[src/rtl/moore_1010_detector_if.sv]
// moore_1010_detector_if
//   Serial data path between a bit source and the 1010 detector.
//   Signals:
//     in  - serial data bit, one per clock (source -> detector)
//     out - match flag, high for one cycle per detection (detector -> sink)
//   Modports:
//     master - bit source / flag consumer (drives in, reads out)
//     slave  - detector (reads in, drives out)
interface moore_1010_detector_if;
  logic in;
  logic out;

  modport master (output in, input out);
  modport slave  (input in, output out);
endinterface

[src/rtl/moore_1010_detector.sv]
// moore_1010_detector
//   Moore FSM that flags the serial pattern 1-0-1-0. The flag is decoded
//   from the registered state only, so it never follows 'in' combinationally.
//   Ports:
//     clk - sole clock, rising edge
//     rst - synchronous active-high reset
//     bus - moore_1010_detector_if.slave (in: serial bit, out: match flag)
//   Build option:
//     MOORE_1010_OVERLAP_EN - when defined, a hit's trailing "10" is reused
//     as the start of the next pattern (101010 gives two hits); when
//     undefined, detection restarts after each hit (101010 gives one hit).
//
//   state | meaning
//   ------+-------------------------------
//   S0    | idle / no progress
//   S1    | seen "1"
//   S2    | seen "10"
//   S3    | seen "101"
//   S4    | seen "1010", out = 1
module moore_1010_detector (
  input  logic                       clk,
  input  logic                       rst,
  moore_1010_detector_if.slave       bus
);

  typedef enum logic [2:0] {
    S0 = 3'd0,
    S1 = 3'd1,
    S2 = 3'd2,
    S3 = 3'd3,
    S4 = 3'd4
  } state_t;

  state_t ps;
  state_t ns;

  always_ff @(posedge clk) begin
    if (rst) begin
      ps <= S0;
    end else begin
      ps <= ns;
    end
  end

  // Unused codes fall through to the S0 default.
  always_comb begin
    ns = S0;
    case (ps)
      S0: ns = bus.in ? S1 : S0;
      S1: ns = bus.in ? S1 : S2;
      S2: ns = bus.in ? S3 : S0;
      S3: ns = bus.in ? S1 : S4;
`ifdef MOORE_1010_OVERLAP_EN
      // Trailing "10" of the hit plus this "1" already forms "101".
      S4: ns = bus.in ? S3 : S0;
`else
      S4: ns = bus.in ? S1 : S0;
`endif
      default: ns = S0;
    endcase
  end

  assign bus.out = (ps == S4);

endmodule

[src/flat_wrapper.sv]
// flat-port wrapper written by rule: the top's interface ports become plain ports
module moore_1010_detector_flat 
  (clk, rst, bus_in, bus_out);
  moore_1010_detector_if bus_i ();
  input  logic clk;
  input  logic rst;
  input wire logic [$bits(bus_i.in)-1:0] bus_in;
  output wire logic [$bits(bus_i.out)-1:0] bus_out;
  assign bus_i.in = bus_in;
  assign bus_out = bus_i.out;
  moore_1010_detector u_core (.clk(clk), .rst(rst), .bus(bus_i));
endmodule
[config.mk]
export PLATFORM = sky130hd
export DESIGN_NAME = moore_1010_detector_flat
export DESIGN_NICKNAME = d
export VERILOG_FILES = /design/src/rtl/moore_1010_detector_if.sv /design/src/rtl/moore_1010_detector.sv /design/src/flat_wrapper.sv
export SDC_FILE = /design/constraint.sdc
export NUM_CORES = 1
export LEC_CHECK = 0
export ABC_AREA = 0
export ABC_CLOCK_PERIOD_IN_PS = 2800
export BUFFER_PORTS_ARGS = -buffer_cell sky130_fd_sc_hd__buf_2
export CAP_MARGIN = 0
export CORE_AREA = 3 3 40 42
export CTS_BUF_LIST = sky130_fd_sc_hd__clkbuf_16
export DETAILED_ROUTE_END_ITERATION = 10
export DIE_AREA = 0 0 43 45
export SLEW_MARGIN = 25
export SYNTH_ARGS = -nofsm -noshare
export SYNTH_HDL_FRONTEND = slang
export SYNTH_SLANG_ARGS = --single-unit
export TNS_END_PERCENT = 5
[constraint.sdc]
create_clock -name clk -period 2.8 [get_ports clk]
set_input_delay 0.84 -clock clk [delete_from_list [all_inputs] [get_ports clk]]
set_output_delay 0.84 -clock clk [all_outputs]
set_load 0.02 [all_outputs]
### Word level (Yosys, flattened, before mapping)

Cells that the tools add are included.

| storage, ports and cells | value |
|---|---|
| bits in registers | 3 |
| bits in latches | 0 |
| memory bits (writable) | 0 |
| ROM bits | 0 |
| bits of input ports | 3 |
| memories kept | 0 |

| cells by class | value |
|---|---|
| $add $sub $neg | 0 |
| multiply operators | 0 |
| div/mod/pow operators | 0 |
| $lt $le $gt $ge | 0 |
| eq/ne operators | 4 |
| shifts and indexed selects | 0 |
| muxes and demuxes | 5 |
| bitwise operators | 0 |
| reductions and logical operators | 2 |

Operators with widths:

| operator | number |
|---|---|
| $pmux W3 S4 | 1 |
| $eq A3 B2 Y1 const B | 2 |
| $mux W2 | 2 |
| $eq A3 B1 Y1 const B | 1 |
| $eq A3 B3 Y1 const B | 1 |
| $logic_not A3 Y1 | 1 |
| $mux W3 | 1 |
| $reduce_or A2 Y1 | 1 |
| $mux W1 | 1 |

### Longest topological paths before layout

| logic depth | value |
|---|---|
| word-level depth | 3 |
| gate-level depth with buffers | 2 |
| mapped depth without buffers | 2 |

### Worst setup path after synthesis

Ideal clock, no wire load.

| timing path | value |
|---|---|
| path type | register to output |
| start point | register u_core.ps[2] |
| end point | output bus_out |
| arrival | 0.889 ns |
| setup slack | 1.071 ns |
| cell stages (with the launch flop) | 2 |
| path buffers | 0 |
| cells stage by stage | dfxtp_1 nor3b_1 |

| between the ends | value |
|---|---|
| word-level cells in the longest chain between the ends | 1 |

RTL lines:

| what | line | RTL |
|---|---|---|
| start: declaration | moore_1010_detector.sv:34 | `state_t ps;` |
| start signal: assignment | moore_1010_detector.sv:41 | `ps <= ns;` |
| $eq A3 B3 Y1 | moore_1010_detector.sv:63 | `assign bus.out = (ps == S4);` |
| end: declaration | flat_wrapper.sv:8 | `output wire logic [$bits(bus_i.out)-1:0] bus_out;` |

Every way passes these cells.

### Worst setup path after layout

Same ends and word-level chain as after synthesis.

==> impl_results.md <==
- Flip-flop count of the largest register, all copies and words added: 3
- DR vias: roughly 110
- Area of the die: 1940 µm²
- CTS Hold Buffers Added: 0
- Area delta synth->final: 93.8%
- Unrepaired setup endpoints after global routing: false
- Worst slack, placed: roughly 1.2 ns
- RePlAce Congestion: approximately 0.65
- Global route total overflow: 0
- Category of the critical setup timing path: flop to primary output
- Required @ worst endpoint: around 2.0 ns
- Utilization of the core after routing: 18.1%
- GRT Resource Usage Total: approximately 3.7%
- Internal power of the cells: about 0.23 mW
- Flip-flop and latch count after synthesis: 3
- Achievable frequency: 562 MHz
- Via-per-instance ratio: 3.45
- Antenna violations before repair: 0
- Syn Nets: 14
- P per Cell Area: approximately 1200 nW/µm²
- Synth Area per Inst: about 11 µm²
- Number of iterations in the first detailed-routing pass: 2
- CTS tree: built
- Setup WS post-layout: roughly 1.0 ns
- Number of pins with negative max-slew slack in the final report: 0
- Combinational power share: between 1.5 and 2%
- Element type at the critical path start: flop
- Largest area contributor in the netlist: sky130_fd_sc_hd__dfxtp_1
- Number of buffers created by CTS: 3
- Max-cap violations: 0
- Port Buffer Count: 3
- Ratio of final minimum period to clock period: between 60% and 70%
- H-tree depth: 1
- Result of the run: finished clean
- Share of final-layout standard cells stronger than drive strength 1: 38.9%
- Buffer depth of the longest clock path: 2
- Area of the placeable core: about 1300 µm²
- DRT Wirelength: between 200 and 250 µm
- Wire length of the first global-routing pass: 462 µm
- Post-synthesis cell area: 120 µm²
- Synth warn: 0
- Post-synth cell types: 9
- Sequential share of the synthesized area: about 50%
- Postcts setup bufs: 0
- Leakage power summed over all cells: between 0.09 and 0.1 nW
- Count of endpoints failing hold in the final timing report: 0
- Final min period: between 1.5 and 2 ns
- Dpl hpwl: approximately 150 µm
- Worst-skew pair later-pin latency: between 0.2 and 0.25 ns
- Largest net degree at the start of global routing: 6
- Share of total power consumed by net switching: between 10 and 15%
- Vertical die dimension: around 45 µm
- Cell count after synthesis: 11
- Arrival time reported for the critical path endpoint: ~0.94 ns
- Fin Setup TNS: 0 ns
- Final ANT Viol Nets: 0
- Top area cells in the synthesized netlist: sky130_fd_sc_hd__dfxtp_1 50%, sky130_fd_sc_hd__a211oi_2 10%, sky130_fd_sc_hd__and3b_1 7.3%, sky130_fd_sc_hd__or3b_1 7.3%, sky130_fd_sc_hd__nand3b_1 6.3%
- Io pins: 4
- Leading registers by flop count: u_core.ps x3
- Filler Cell Count: 135
- Clk sinks: 3
- Final worst clock skew: ~0.0024 ns
- Remaining DRCs: 0
- Share of power burned in registers: between 15 and 20%
- Placed Cells: 29
- Root buffer cell: sky130_fd_sc_hd__clkbuf_16
- Top reg by flops: u_core.ps
- Core Rows: 13
- Number of endpoints failing setup at the final stage: 0
- Design Power: around 0.27 mW
- Average wire per cell in the routed design: around 7.4 µm
- Net switching component of the power: roughly 0.04 mW
- Die span in x: between 40 and 50 µm
- Crit Path Max Fanout: 4
- Vias in the first global route: 120
- Maximum resistive drop on vdd: a little under 0.5 mV
- Part of the power in the clock network: 81.3%
- Worst slew margin: 86.8%
- Clk slew on worst S/H paths: about 0.030 ns
- Commonest cells after routing, fill and taps aside: 3 x sky130_fd_sc_hd__clkbuf_16, 3 x sky130_fd_sc_hd__buf_2, 3 x sky130_fd_sc_hd__dfxtp_1
- Final cell count without fillers: 33
- Element type at the critical path end: primary output
- Share of Yosys cell area claimed by the top area cell type: around 50%
- Antenna diode instance count: 0
- Count of cells resized by post-cts repair: 0
- Initial core utilization: 9.35%
- Transition at the pin with the smallest max-transition slack: around 0.20 ns
- Path category of the worst min-delay check: flop to flop
- Drt first-iter violations: 2
- Number of nets in the final layout: 22
## stage by stage
stage               cell area (µm²)  hold WS, ns
floorplan                       120        0.434
global placement                154        0.469
detailed placement              154        0.464
CTS                             233        0.469
global route                    233        0.494
finish                          233        0.466
## per-layer routing
metal  routed length (µm)  track usage, %  up-vias
met5                    0               0        -
met4                    0            3.61        0
met3                   32            3.59        0
met2                  113            5.39        6
met1                   97            2.88       50
li1                     -               -       58
## area by class of cell
type | instances | area (µm²) | area share (%)
Tap cell | 15 | 18.8 | 8.06
Multi-Input combinational cell | 8 | 60.1 | 25.8
Clock inverter | 1 | 3.75 | 1.61
Clock buffer | 3 | 75.1 | 32.3
Timing Repair Buffer | 3 | 15.0 | 6.45
Sequential cell | 3 | 60.1 | 25.8
## final timing paths
path / slack (ns) / end / startpoint / cells past startpoint
worst min-delay path: 0.47 / u_core.ps[1]$_SDFF_PP0_ / u_core.ps[2]$_SDFF_PP0_ / 1
worst min register to register: 0.47 / u_core.ps[1]$_SDFF_PP0_ / u_core.ps[2]$_SDFF_PP0_ / 1
worst max-delay path: 1.02 / bus_out / u_core.ps[2]$_SDFF_PP0_ / 2
worst max register to register: 1.81 / u_core.ps[1]$_SDFF_PP0_ / u_core.ps[0]$_SDFF_PP0_ / 2
## cells by family (layout without fill, tap and decap cells)
group,count (synthesis),in the layout,share of synthesized area [%]
flip-flops,3,3,50.0
AO/OA/AOI/OAI,2,2,14.6
AND/OR/NAND/NOR,6,6,35.4
buffers and inverters,0,7,0
## synthesized netlist by cell type (all sizes together)
master / count
nand2: 1
nor3b: 1
a211oi: 1
dfxtp: 3
o21ai: 1
nand3b: 1
and3b: 1
nor4: 1
or3b: 1
## power groups by stage
stage	registers, mW	clock network (mW)	logic [mW]
2_1_floorplan	0.0460	0	0.00231
3_3_place_gp	0.0465	0	0.00477
4_1_cts	0.0459	0.226	0.00494
5_1_grt	0.0463	0.229	0.00553
6_report	0.0459	0.220	0.00486
3_5_place_dp	0.0465	0	0.00485
## worst max-delay path, cell delays in order (launching register included)
cell	delay, ns
sky130_fd_sc_hd__dfxtp_1	0.36
sky130_fd_sc_hd__nor3b_1	0.18
sky130_fd_sc_hd__buf_2	0.19
No activity file was read; power rests on OpenSTA's default activity.
